`config.mk`:
```
export PLATFORM = sky130hd
export DESIGN_NAME = ring_osc_trim_ctrl
export DESIGN_NICKNAME = d
export VERILOG_FILES = /design/src/rtl/ring_osc_trim_pkg.sv /design/src/rtl/ring_osc_edge_sync.sv /design/src/rtl/ring_osc_trim_ctrl.sv
export SDC_FILE = /design/constraint.sdc
export NUM_CORES = 1
export LEC_CHECK = 0
export CAP_MARGIN = 5
export CORE_MARGIN = 10
export CORE_UTILIZATION = 40
export DETAILED_ROUTE_END_ITERATION = 12
export PLACE_DENSITY = 0.68
export SETUP_SLACK_MARGIN = 0.05
export SLEW_MARGIN = 25
export SYNTH_ARGS = -nofsm -noshare
export SYNTH_HDL_FRONTEND = slang
export SYNTH_HIERARCHICAL = 1
export SYNTH_SLANG_ARGS = --single-unit
```
`constraint.sdc`:
```
create_clock -name clk -period 16.29 [get_ports clk]
set_clock_uncertainty 0.1 [all_clocks]
set_input_delay 4.0725 -clock clk [delete_from_list [all_inputs] [get_ports clk]]
set_output_delay 4.0725 -clock clk [all_outputs]
set_load 0.01 [all_outputs]
```
`src/rtl/ring_osc_trim_pkg.sv`:
```
// rtl/ring_osc_trim_pkg.sv - shared types, constants and code-to-trim mapping for the ring oscillator trim sequencer
package ring_osc_trim_pkg;

  localparam int TRIM_CODE_MAX = 26;
  localparam int TRIM_W        = 26;

  typedef enum logic [2:0] {
    ST_IDLE,
    ST_SETTLE,
    ST_MEASURE,
    ST_ADJUST,
    ST_LOCKED,
    ST_FAIL
  } state_t;

  // Primary bits 0..12 fill first, then secondary bits 13..25, so the bus is a plain thermometer of length k.
  function automatic logic [TRIM_W-1:0] code_to_trim(input logic [4:0] code);
    logic [TRIM_W-1:0] t;
    t = '0;
    for (int i = 0; i < TRIM_W; i++) begin
      t[i] = (int'(code) > i);
    end
    return t;
  endfunction

  // Codes above the top of the trim range clamp to the top.
  function automatic logic [4:0] sat_code(input logic [4:0] code);
    return (code > 5'(TRIM_CODE_MAX)) ? 5'(TRIM_CODE_MAX) : code;
  endfunction

endpackage

```
`src/rtl/ring_osc_edge_sync.sv`:
```
// rtl/ring_osc_edge_sync.sv - two-flop synchronizer and rising-edge pulse for the divided oscillator
module ring_osc_edge_sync (
  input  logic clk,
  input  logic resetb,
  input  logic din,
  output logic rise
);

  // sh[0..1] resynchronize the async input; sh[2] is the previous synchronized value for edge detection.
  logic [2:0] sh;

  // Shift the async input through the synchronizer and history flop.
  always_ff @(posedge clk) begin
    if (!resetb) begin
      sh <= '0;
    end else begin
      sh <= {sh[1:0], din};
    end
  end

  assign rise = sh[1] & ~sh[2];

endmodule

```
`src/rtl/ring_osc_trim_ctrl.sv`:
```
// rtl/ring_osc_trim_ctrl.sv - closed-loop trim sequencer for ring_osc2x13; RING_OSC_TRIM_TRACK_EN enables continuous tracking after lock
module ring_osc_trim_ctrl
  import ring_osc_trim_pkg::*;
#(
  parameter int WINDOW_W   = 10,
  parameter int CNT_W      = 12,
  parameter int SETTLE_CYC = 16
) (
  input  logic              clk,
  input  logic              resetb,
  input  logic              enable,
  input  logic [4:0]        manual_code,
  input  logic [CNT_W-1:0]  target,
  input  logic [3:0]        tol,
  input  logic              osc_div,
  output logic              osc_reset,
  output logic [TRIM_W-1:0] trim,
  output logic [4:0]        code,
  output logic [CNT_W-1:0]  meas_count,
  output logic              busy,
  output logic              locked,
  output logic              fail
);

  localparam int SCNT_W = $clog2(SETTLE_CYC + 1);

  state_t                   state;
  logic [SCNT_W-1:0]        scnt;
  logic [WINDOW_W-1:0]      wcnt;
  logic [CNT_W-1:0]         ecnt;
  logic [CNT_W-1:0]         ecnt_inc;
  logic                     rise;
  logic [4:0]               manual_sat;
  logic signed [CNT_W+1:0]  meas_s;
  logic signed [CNT_W+1:0]  hi_s;
  logic signed [CNT_W+1:0]  lo_s;
  logic                     too_fast;
  logic                     too_slow;

  ring_osc_edge_sync u_sync (
    .clk    (clk),
    .resetb (resetb),
    .din    (osc_div),
    .rise   (rise)
  );

  assign manual_sat = sat_code(manual_code);

  // Edge counter saturates so a runaway oscillator cannot wrap into the tolerance band.
  assign ecnt_inc = (rise && (ecnt != {CNT_W{1'b1}})) ? ecnt + 1'b1 : ecnt;

  // Two extra bits keep target-tol from wrapping when tol exceeds target.
  assign meas_s   = signed'({2'b00, meas_count});
  assign hi_s     = signed'({2'b00, target}) + signed'({{(CNT_W-2){1'b0}}, tol});
  assign lo_s     = signed'({2'b00, target}) - signed'({{(CNT_W-2){1'b0}}, tol});
  assign too_fast = (meas_s > hi_s);
  assign too_slow = (meas_s < lo_s);

  // Calibration sequencer: all outputs are registered and change together with the state.
  always_ff @(posedge clk) begin
    if (!resetb) begin
      state      <= ST_IDLE;
      scnt       <= '0;
      wcnt       <= '0;
      ecnt       <= '0;
      code       <= '0;
      trim       <= '0;
      meas_count <= '0;
      busy       <= 1'b0;
      locked     <= 1'b0;
      fail       <= 1'b0;
      osc_reset  <= 1'b1;
    end else begin
      osc_reset <= 1'b0;
      if (!enable) begin
        state  <= ST_IDLE;
        code   <= manual_sat;
        trim   <= code_to_trim(manual_sat);
        busy   <= 1'b0;
        locked <= 1'b0;
        fail   <= 1'b0;
        scnt   <= '0;
        wcnt   <= '0;
        ecnt   <= '0;
      end else begin
        case (state)
          ST_IDLE: begin
            code  <= manual_sat;
            trim  <= code_to_trim(manual_sat);
            scnt  <= '0;
            busy  <= 1'b1;
            state <= ST_SETTLE;
          end
          ST_SETTLE: begin
            if (scnt == SCNT_W'(SETTLE_CYC - 1)) begin
              scnt  <= '0;
              wcnt  <= '0;
              ecnt  <= '0;
              state <= ST_MEASURE;
            end else begin
              scnt <= scnt + 1'b1;
            end
          end
          ST_MEASURE: begin
            ecnt <= ecnt_inc;
            wcnt <= wcnt + 1'b1;
            if (wcnt == {WINDOW_W{1'b1}}) begin
              meas_count <= ecnt_inc;
              state      <= ST_ADJUST;
            end
          end
          ST_ADJUST: begin
            if (too_fast || too_slow) begin
              locked <= 1'b0;
              if ((too_fast && code == 5'(TRIM_CODE_MAX)) || (too_slow && code == 5'd0)) begin
                fail  <= 1'b1;
                busy  <= 1'b0;
                state <= ST_FAIL;
              end else begin
                code  <= too_fast ? code + 5'd1 : code - 5'd1;
                trim  <= code_to_trim(too_fast ? code + 5'd1 : code - 5'd1);
                scnt  <= '0;
                state <= ST_SETTLE;
              end
            end else begin
              locked <= 1'b1;
              busy   <= 1'b0;
              state  <= ST_LOCKED;
            end
          end
          ST_LOCKED: begin
`ifdef RING_OSC_TRIM_TRACK_EN
            wcnt  <= '0;
            ecnt  <= '0;
            busy  <= 1'b1;
            state <= ST_MEASURE;
`else
            state <= ST_LOCKED;
`endif
          end
          ST_FAIL: begin
            state <= ST_FAIL;
          end
          default: begin
            state <= ST_IDLE;
          end
        endcase
      end
    end
  end

endmodule

```
==> impl_metrics.env <==
export IMPL_total_power_uw=526
export IMPL_cts_setup_buffers=0
export IMPL_rsz0062_at_grt="no"
export IMPL_power_frac_seq=0.396
export IMPL_synthesis_area_per_instance_um2=8.11
export IMPL_clkTransAtPathRegs_ps=60
export IMPL_yosys_warnings=6
export IMPL_synth_xor_area_frac=0.0576
export IMPL_worstHoldEndpoint="u_sync/sh[1]"
export IMPL_fp_dieArea_um2=19200
export IMPL_worstRegToRegCells=13
export IMPL_yosys_mux_area_fraction=0.0392
export IMPL_cts_max_path_buffers=2
export IMPL_i_o_pin_total=72
export IMPL_critical_path_cell_list="clkdlybuf4s50_1 -> inv_1 -> fa_1 -> o21bai_1 -> a21o_1 -> nand2_1 -> xor2_1 -> ha_1 -> a21oi_1 -> a21oi_1 -> or4_1 -> o21a_1 -> inv_1 -> ha_1 -> a21o_1 -> a21oi_1 -> xnor2_1 -> xnor2_2 -> o21ai_0 -> a211oi_2"
export IMPL_synth_simple_gate_area_frac=0.205
export IMPL_synthCells=693
export IMPL_timing_hold_violations_final=0
export IMPL_number_of_nets_in_the_finished_design=801
export IMPL_irDropWorstVdd_v=0.0000566
export IMPL_cts_hold_repair_buffers=0
export IMPL_synth_edff_count=0
export IMPL_synth_compound_gate_area_share=0.257
export IMPL_crit_path_start_kind="input port"
export IMPL_finish_utilization=0.485
export IMPL_place_hpwl_um=11500
export IMPL_worst_reg_to_reg_setup_slack_ps=11660
export IMPL_slew_viol_final=0
export IMPL_crit_path_frequent_cell="a21oi_1"
export IMPL_synthesis_area_um2=5620
export IMPL_timing_critical_path_required_ps=16450
export IMPL_net_switching_power_uw=143
export IMPL_setup_viol=0
export IMPL_gp_congestion=0.958
export IMPL_combPwrFrac=0.192
export IMPL_tns_ps=0
export IMPL_maximum_number_of_pins_on_one_net_before_global_route_repair=42
export IMPL_first_iter_violations=496
export IMPL_run_status="complete, no violations"
export IMPL_fin_ws_ps=6560
export IMPL_antenna_found_initial=0
export IMPL_layout_worst_path_cycle_share=0.597
export IMPL_area_growth_from_synthesis_to_layout_pct=19.4
export IMPL_maxClockFrequency_ghz=0.103
export IMPL_worstPathArrival_ps=9880
export IMPL_clock_power_frac=0.412
export IMPL_grt_first_pass_wirelength_um=26000
export IMPL_core_area_um2=13800
export IMPL_total_wirelength_of_the_detailed_routed_design_um=15400
export IMPL_synth_flop_cell="dfxtp_1"
export IMPL_dr_drc_count=0
export IMPL_pwr_density_cell_nw_per_um2=78.3
export IMPL_slew_headroom=0.361
export IMPL_r2r_end="trim[4]"
export IMPL_hold_path_startpoint="u_sync/sh[0]"
export IMPL_switching_fraction=0.272
export IMPL_timing_setup_critical_path_class="input port to register"
export IMPL_grt_pass1_vias=5097
export IMPL_clock_tree_from_tritoncts="built"
export IMPL_first_pass_iters=6
export IMPL_critPathBufInv=3
export IMPL_finalWorstPathRequiredPeriod_ps=9730
export IMPL_share_of_final_layout_standard_cells_stronger_than_drive_strength_1=0.0638
export IMPL_io_buffer_count=71
export IMPL_cts_made_buffers=9
export IMPL_via_per_inst=5.83
export IMPL_worst_path_max_fanout=21
export IMPL_initial_cell_density_of_the_core=0.407
export IMPL_synth_lib_cells_used_distinct=65
export IMPL_worst_slew_pin_slew_ps=955
export IMPL_drv_cap=0
export IMPL_hp_class="register to register"
export IMPL_synth_async_sr_flop_share=0
export IMPL_post_synth_main_area_contributors="dfxtp_1, ha_1, nand2_1, a21oi_1, mux2i_1"
export IMPL_cts_root_buffer_cell="clkbuf_16"
export IMPL_crit_path_max_incr_delay_ps=750
export IMPL_detailroute_via_count=5347
export IMPL_number_of_fill_cells=1293
export IMPL_yosys_register_bits=80
export IMPL_global_route_overflow=0
export IMPL_cp_endpoint_kind="register"
export IMPL_rows=43
export IMPL_synth_largest_area_cell="dfxtp_1"
export IMPL_htreeDepth=3
export IMPL_post_cts_resize_count=0
export IMPL_worstReg2RegStart="meas_count[8]"
export IMPL_synth_net_count=762
export IMPL_static_leakage_power_nw=2.45
export IMPL_synth_top_family_by_area="compound AO/OA/AOI/OAI gates"
export IMPL_grt_total_usage=0.157
export IMPL_critPathTopFamily="compound AO/OA/AOI/OAI gates"
export IMPL_crit_path_top_delay_cell="xnor2_2"
export IMPL_post_synth_fa_ha_maj_area_fraction=0.102
export IMPL_internal_power_uw=383
export IMPL_fp_dieW_um=139
export IMPL_place_ws_ps=6260
export IMPL_yosys_area_top_type_share=0.285
export IMPL_worstHoldPathCells=1
export IMPL_dieHeight_um=139
export IMPL_insertedDiodeCount=0
export IMPL_worst_skew_pair_late_latency_ps=340
export IMPL_drt_wirelength_per_cell_um=16.8
export IMPL_number_of_clock_sinks=80
export IMPL_detail_route_antenna_nets=0
export IMPL_synth_yosys_seq_area_share=0.285
==> layout by cell type (no fill, tap or decap), types with 9 or more instances in the layout <==
cell and instances:
nand2_1 72, a211oi_1 23, clkbuf_16 9, a31oi_1 10
nand4_1 9, nand3_1 31, xnor2_1 18, inv_1 26
a21oi_1 46, xor2_1 18, o21ai_0 37, clkdlybuf4s50_1 71
nor2_1 51, mux2i_1 22, ha_1 41, nor3_1 15
o311ai_0 9, dfxtp_1 80
==> final cells by class <==
type                       count  area [um^2]  area share
timing repair buffer          75          741       0.110
sequential                    80         1600       0.239
clock buffer                  10          239      0.0356
tap                          180          225      0.0336
inverter                      26         97.6      0.0145
multi-input combinational    540         3730       0.555
clock inverter                 6         82.6      0.0123
==> per-stage QoR <==
stage               hold WS, ps  instances  area, um^2
floorplan                   312        693        5620
global placement            326        901        6390
detailed placement          327        901        6390
CTS                         341        917        6710
global route                360        917        6710
finish                      335        917        6710
==> cells by family (layout without fill, tap and decap cells) <==
logic type               count (synthesis)  after routing
multiplexers                            22             22
buffers and inverters                   73            117
XOR/XNOR                                37             37
adder cells (fa/ha/maj)                 44             44
AND/OR/NAND/NOR                        235            235
flip-flops                              80             80
AO/OA/AOI/OAI                          202            202
==> state kept, by name, summed over array words and instances (netlist names), 3 cells and up <==
register / flops
ecnt: 12
meas_count: 12
u_sync/sh: 3
trim: 26
state: 3
wcnt: 10
scnt: 5
code: 5
==> power groups by stage <==
stage               combinational, mW  sequential, mW  clock (mW)
floorplan                      0.0617           0.214           0
global placement               0.0984           0.212           0
detailed placement             0.0999           0.213           0
CTS                             0.101           0.208       0.221
global route                    0.111           0.209       0.229
finish                          0.101           0.208       0.217
==> metal layers <==
layer | share of wire | vias up | GRT usage
met5 | 0 | - | 0
met2 | 0.47 | 165 | 0.249
li1 | - | 2636 | -
met3 | 0.051 | 18 | 0.0288
met4 | 0.016 | 0 | 0.0511
met1 | 0.47 | 2528 | 0.210
==> worst max-delay path by stage <==
| stage | start | to | slack, ps | cells past startpoint |
|---|---|---|---|---|
| 2_1_floorplan | target[0] | trim[17] | 7550 | 22 |
| 3_3_place_gp | target[1] | trim[17] | 6540 | 20 |
| 3_5_place_dp | target[1] | trim[4] | 6260 | 20 |
| 4_1_cts | target[1] | trim[4] | 6610 | 20 |
| 5_1_grt | tol[1] | trim[4] | 6200 | 23 |
| 6_report | target[1] | trim[4] | 6560 | 20 |
==> synthesized netlist by cell type (8+ instances only) <==
master and number:
and3_1 8, o211ai_1 8, a211oi_1 23, a31oi_1 10, ha_1 41, inv_1 26, nand2_1 72, xnor2_1 19
xor2_1 18, mux2i_1 22, and2_1 8, a21oi_1 46, o21ai_0 37, o311ai_0 9, dfxtp_1 80, nand4_1 9
nor2_1 51, nand3_1 31, clkbuf_1 42, nor3_1 15
Power figures use the tool's default switching activity.
